==> src/rtl/esc_pwm_gen.sv <==
// Four-channel ESC pulse generator: double-buffered, clamped duty commands emitted as
// frame-aligned PWM, gated by an arming sequence and a command watchdog.
module esc_pwm_gen #(
  parameter int unsigned PRESCALE     = 50,
  parameter int unsigned PERIOD_TICKS = 2500,
  parameter int unsigned MIN_PULSE    = 1000,
  parameter int unsigned MAX_PULSE    = 2000,
  parameter int unsigned ARM_FRAMES   = 400,
  parameter int unsigned WDOG_FRAMES  = 40
) (
  input  logic        clk,
  input  logic        rst_n,
  input  logic        duty_valid,
  input  logic [15:0] duty_1,
  input  logic [15:0] duty_2,
  input  logic [15:0] duty_3,
  input  logic [15:0] duty_4,
  input  logic        arm,
  output logic [3:0]  pwm_out,
  output logic        frame_start,
  output logic        armed,
  output logic        failsafe
);

  localparam int unsigned PreW = (PRESCALE > 1) ? $clog2(PRESCALE) : 1;
  localparam int unsigned FrmW = (PERIOD_TICKS > 1) ? $clog2(PERIOD_TICKS) : 1;
  localparam int unsigned ArmW = (ARM_FRAMES > 1) ? $clog2(ARM_FRAMES) : 1;
  localparam int unsigned WdW  = (WDOG_FRAMES > 0) ? $clog2(WDOG_FRAMES + 1) : 1;

  localparam logic [PreW-1:0] PreLast = PreW'(PRESCALE - 1);
  localparam logic [FrmW-1:0] FrmLast = FrmW'(PERIOD_TICKS - 1);
  localparam logic [ArmW-1:0] ArmLast = ArmW'(ARM_FRAMES - 1);
  localparam logic [WdW-1:0]  WdMax   = WdW'(WDOG_FRAMES);
  localparam logic [15:0]     MinW    = 16'(MIN_PULSE);
  localparam logic [15:0]     MaxW    = 16'(MAX_PULSE);

  typedef enum logic [1:0] {StDisarmed, StArming, StArmed} state_e;

  state_e          state_q, state_d;
  logic [PreW-1:0] pre_cnt_q, pre_cnt_d;
  logic [FrmW-1:0] frame_cnt_q, frame_cnt_d;
  logic [ArmW-1:0] arm_cnt_q, arm_cnt_d;
  logic [WdW-1:0]  wdog_q, wdog_d;
  logic            pend_flag_q, pend_flag_d;
  logic [15:0]     pend_q [4];
  logic [15:0]     pend_d [4];
  logic [15:0]     act_q [4];
  logic [15:0]     act_d [4];
  logic [15:0]     w_q [4];
  logic [15:0]     w_d [4];
  logic [15:0]     duty_in [4];
  logic [15:0]     duty_clamp [4];
  logic [3:0]      pwm_q, pwm_d;
  logic            frame_start_q, armed_q, armed_d, failsafe_q, failsafe_d;
  logic            tick, bnd;

  always_comb begin
    duty_in[0] = duty_1;
    duty_in[1] = duty_2;
    duty_in[2] = duty_3;
    duty_in[3] = duty_4;
    for (int i = 0; i < 4; i++) begin
      if (duty_in[i] < MinW) begin
        duty_clamp[i] = MinW;
      end else if (duty_in[i] > MaxW) begin
        duty_clamp[i] = MaxW;
      end else begin
        duty_clamp[i] = duty_in[i];
      end
    end
  end

  always_comb begin
    tick        = (pre_cnt_q == PreLast);
    bnd         = tick && (frame_cnt_q == FrmLast);
    pre_cnt_d   = tick ? '0 : pre_cnt_q + PreW'(1);
    frame_cnt_d = frame_cnt_q;
    if (tick) begin
      frame_cnt_d = (frame_cnt_q == FrmLast) ? '0 : frame_cnt_q + FrmW'(1);
    end
    state_d     = state_q;
    arm_cnt_d   = arm_cnt_q;
    wdog_d      = wdog_q;
    pend_flag_d = pend_flag_q;
    armed_d     = armed_q;
    failsafe_d  = failsafe_q;
    for (int i = 0; i < 4; i++) begin
      pend_d[i] = duty_valid ? duty_clamp[i] : pend_q[i];
      act_d[i]  = act_q[i];
      w_d[i]    = w_q[i];
    end

    if (bnd) begin
      // The transfer uses the previously pending set; a same-cycle sample waits a frame.
      if (pend_flag_q) begin
        for (int i = 0; i < 4; i++) act_d[i] = pend_q[i];
        pend_flag_d = 1'b0;
        wdog_d      = '0;
      end else if (wdog_q != WdMax) begin
        wdog_d = wdog_q + WdW'(1);
      end

      unique case (state_q)
        StDisarmed: begin
          if (arm) begin
            state_d   = StArming;
            arm_cnt_d = '0;
          end
        end
        StArming: begin
          if (!arm) begin
            state_d = StDisarmed;
          end else if (arm_cnt_q == ArmLast) begin
            state_d = StArmed;
            wdog_d  = '0;
            for (int i = 0; i < 4; i++) act_d[i] = MinW;
          end else begin
            arm_cnt_d = arm_cnt_q + ArmW'(1);
          end
        end
        StArmed: begin
          if (!arm) state_d = StDisarmed;
        end
        default: state_d = StDisarmed;
      endcase

      armed_d    = (state_d == StArmed);
      failsafe_d = armed_d && (wdog_d == WdMax);
      for (int i = 0; i < 4; i++) begin
        unique case (state_d)
          StArming: w_d[i] = MinW;
          StArmed:  w_d[i] = failsafe_d ? MinW : act_d[i];
          default:  w_d[i] = '0;
        endcase
      end
    end

    if (duty_valid) pend_flag_d = 1'b1;

    for (int i = 0; i < 4; i++) pwm_d[i] = (16'(frame_cnt_d) < w_d[i]);
  end

  always_ff @(posedge clk) begin
    if (!rst_n) begin
      state_q       <= StDisarmed;
      pre_cnt_q     <= '0;
      frame_cnt_q   <= '0;
      arm_cnt_q     <= '0;
      wdog_q        <= '0;
      pend_flag_q   <= 1'b0;
      pwm_q         <= '0;
      frame_start_q <= 1'b0;
      armed_q       <= 1'b0;
      failsafe_q    <= 1'b0;
      for (int i = 0; i < 4; i++) begin
        pend_q[i] <= MinW;
        act_q[i]  <= MinW;
        w_q[i]    <= '0;
      end
    end else begin
      state_q       <= state_d;
      pre_cnt_q     <= pre_cnt_d;
      frame_cnt_q   <= frame_cnt_d;
      arm_cnt_q     <= arm_cnt_d;
      wdog_q        <= wdog_d;
      pend_flag_q   <= pend_flag_d;
      pwm_q         <= pwm_d;
      frame_start_q <= bnd;
      armed_q       <= armed_d;
      failsafe_q    <= failsafe_d;
      for (int i = 0; i < 4; i++) begin
        pend_q[i] <= pend_d[i];
        act_q[i]  <= act_d[i];
        w_q[i]    <= w_d[i];
      end
    end
  end

  assign pwm_out     = pwm_q;
  assign frame_start = frame_start_q;
  assign armed       = armed_q;
  assign failsafe    = failsafe_q;

endmodule

==> config.mk <==
export PLATFORM = sky130hd
export DESIGN_NAME = esc_pwm_gen
export DESIGN_NICKNAME = d
export VERILOG_FILES = /design/src/rtl/esc_pwm_gen.sv
export SDC_FILE = /design/constraint.sdc
export NUM_CORES = 1
export LEC_CHECK = 0
export ABC_AREA = 1
export BUFFER_PORTS_ARGS = -buffer_cell sky130_fd_sc_hd__buf_4
export CORE_MARGIN = 10
export CORE_UTILIZATION = 34
export DETAILED_ROUTE_END_ITERATION = 16
export MAX_ROUTING_LAYER = met4
export PLACE_DENSITY_LB_ADDON = 0.25
export SLEW_MARGIN = 25
export SYNTH_ARGS = -nofsm -noshare
export SYNTH_HDL_FRONTEND = slang
export SYNTH_SLANG_ARGS = --single-unit
==> constraint.sdc <==
create_clock -name clk -period 8 [get_ports clk]
set_input_delay 0.8 -clock clk [delete_from_list [all_inputs] [get_ports clk]]
set_output_delay 0.8 -clock clk [all_outputs]
set_load 0.01 [all_outputs]
==> results.yml <==
layout:
  diodes: 0
  area_delta_synth_final_pct: 16.1
  final_area_um2: 13000
  drive_gt1_share_pct: 9.90
  layout.nets: 1717
clock_network:
  cts_setup_buffers: 0
  cts_tree: "built"
  ctsRootBufferMaster: "clkbuf_16"
  clkTransAtPathRegs_ps: 60
  cts_buffers: 27
  postCtsHoldBufs: 0
  clkLatencyLatePin_ps: 530
  cts_max_level: 1
  cts_sinks: 235
  cts-resized-gates: 0
  max-clock-path-buffers: 3
min_path:
  holdCritPathClass: "reg -> reg"
  min_path_cells: 2
  min_from: "pend_q[3][15]"
  min_to: "pend_q[3][15]"
synthesis:
  netlist_area_um2: 11200
  ys_seq_elements: 235
  synth_cells: 1560
  async_reset_ff_share_pct: 0
  synth-edff-count: 0
  yosys_most_used_dff: "dfxtp_1"
  syn_nets: 1680
  seq_area_frac_synth_pct: 42.1
  yosys_warnings: 0
  syn_area_per_cell_um2: 7.16
  yosysUniqueCellTypes: 46
run:
  cap_viol_max_count: 0
sta:
  tightest_slew_ps: 1100
  min_period_over_period_pct: 52.3
  whs_ps: 427
  slew_violations: 0
  fmax_mhz: 239
  setup_slack_ps: 3810
  finalSetupTns_ps: 0
  min_period_ps: 4190
  hold_viol_final: 0
  setup_viol: 0
  slew_headroom_pct: 26.1
  clock_skew_ps: 8.59
  grt_setup_unrepaired: "no"
floorplan:
  die_area_um2: 40500
  die_x_um: 201
  start_util_pct: 34.4
  core-area_um2: 32500
  die_h_um: 201
  num_io_pins: 75
  row_count: 66
detailed_routing:
  drt_wl_total_um: 31900
  post_drt_wl_per_cell_um: 15.5
  first_pass_iters: 5
  vias: 10000
  drt_iter0_drc: 592
  route.detailed.drc: 0
  vias_per_cell: 4.87
  drtAntennaViolNets: 0
power:
  p_sw_share_pct: 22.3
  power_frac_seq_pct: 45.8
  p_int_mw: 2.01
  p_total_mw: 2.59
  vdd_drop_max_uv: 121
  p_clk_share_pct: 49.3
  power_switching_mw: 0.578
  p_leak_nw: 5.45
  p_per_area_nw_per_um2: 200
  p_comb_share_pct: 5.0
critical_path:
  crit_start: "arm_cnt_q[0]"
  rr_worst_depth: 19
  path_max_fanout: 33
  reg2reg_slack_ps: 3810
  r2r-end: "pwm_out[3]"
  rr_startpoint: "arm_cnt_q[0]"
  cp-end-kind: "flip-flop"
  crit_type: "reg -> reg"
  arrival_ps: 4660
  crit_path_start_kind: "flip-flop"
  required_ps: 8470
grt:
  antenna_found_initial: 0
  overflow: 0
  grt_pass1_wl_um: 51100
  grt_start_max_net_pins: 90
  grt.total_usage_pct: 15.7
  grt_pass1_vias: 9445
placed_design:
  dp_hpwl_um: 22600
  place_area_um2: 12100
  gp_congestion: 0.857
  dp_slack_ps: 3510
  port_buffers: 74
status:
  status: "complete, no violations"
## per-layer routing
| metal | up-vias | part of all wire [%] | GRT usage [%] |
|---|---|---|---|
| met5 | - | 0 | - |
| met4 | 0 | 3.1 | 5.02 |
| met3 | 52 | 3.8 | 1.99 |
| met2 | 209 | 45 | 24.8 |
| met1 | 4580 | 48 | 20.6 |
| li1 | 5185 | - | - |
## critical path, stage by stage, from the launching register on
cell and delay (ps):
dfxtp_1 310, ha_1 230, nand2_1 120, nor2_4 60, nand3_4 290, nand2_1 180, ha_1 230, inv_1 620
o21bai_1 160, inv_1 490, o21ai_0 260, a22oi_1 290, ha_1 310, a21oi_1 170, nand2_1 90, nand2_1 70
nand2_1 50, nand2_1 60, nand2_1 40, nor2_1 70
## sequential cells by signal, indices dropped and copies added, names as in the netlist, 4 cells and up
signal and cells:
act_q 64, pend_q 64, w_q 64, frame_cnt_q 12, arm_cnt_q 9, pre_cnt_q 6, wdog_q 6, pwm_out 4
## worst max path at each step
stage                 end  cells past startpoint
2_1_floorplan  pwm_out[3]                     19
3_3_place_gp   pwm_out[3]                     19
3_5_place_dp   pwm_out[3]                     19
4_1_cts        pwm_out[3]                     19
5_1_grt        pwm_out[0]                     19
6_report       pwm_out[3]                     19
## power groups by stage
| stage | sequential (mW) | clock [mW] | combinational [mW] |
|---|---|---|---|
| 5_1_grt | 1.18 | 1.35 | 0.144 |
| 4_1_cts | 1.18 | 1.30 | 0.130 |
| 3_5_place_dp | 1.21 | 0 | 0.130 |
| 2_1_floorplan | 1.21 | 0 | 0.0707 |
| 3_3_place_gp | 1.21 | 0 | 0.129 |
| 6_report | 1.18 | 1.27 | 0.129 |
## final cells by class
class / count / area (µm²)
timing repair buffer: 82 / 616
sequential: 235 / 4710
inverter: 181 / 684
clock inverter: 8 / 144
clock buffer: 40 / 764
fill: 3394 / 19500
multi-input combinational: 1070 / 5490
tap: 442 / 553
## kinds of logic (layout without fill, tap and decap cells)
kind of cell / count (synthesis) / after routing / share of synthesized area, %
compound gates: 318 / 318 / 16.5
buf+inv: 255 / 311 / 8.77
simple gates: 694 / 694 / 26.3
flops: 235 / 235 / 42.1
xor+xnor: 6 / 6 / 0.471
fa+ha+maj: 52 / 52 / 5.83
## stage by stage
step / util (%) / std cells
final: 39.9 / 2058
after global routing: 39.9 / 2058
after CTS: 39.9 / 2058
after detailed placement: 37.1 / 2010
after global placement: 37.1 / 2010
after floorplan: - / 1560
## Yosys cell counts, drive strengths merged (22+ instances only)
master | instances | area [µm²]
buf | 22 | 105
nor2 | 155 | 632
a21oi | 109 | 549
nand2 | 423 | 1600
nor3 | 30 | 181
o21ai | 118 | 591
clkbuf | 52 | 195
ha | 52 | 651
nand3 | 48 | 275
inv | 176 | 661
a22oi | 32 | 240
dfxtp | 235 | 4700
## cell usage in the layout, fill, tap and decap left out, types with 6 or more instances in the layout
master / synthesis / final
a211oi_1: 9 / 8
a21oi_1: 108 / 108
a22oi_1: 32 / 32
buf_4: 0 / 82
clkbuf_1: 52 / 9
clkbuf_16: 0 / 27
dfxtp_1: 235 / 234
ha_1: 52 / 52
inv_1: 166 / 166
inv_2: 10 / 9
nand2_1: 419 / 419
nand3_1: 44 / 44
nand4_1: 14 / 14
nor2_1: 143 / 143
nor2_2: 8 / 8
nor3_1: 25 / 25
nor4_1: 14 / 14
o211ai_1: 8 / 8
o21ai_0: 116 / 116
o22ai_1: 6 / 6
o32ai_1: 16 / 16
Note: power is estimated with default switching activity, not from simulation.
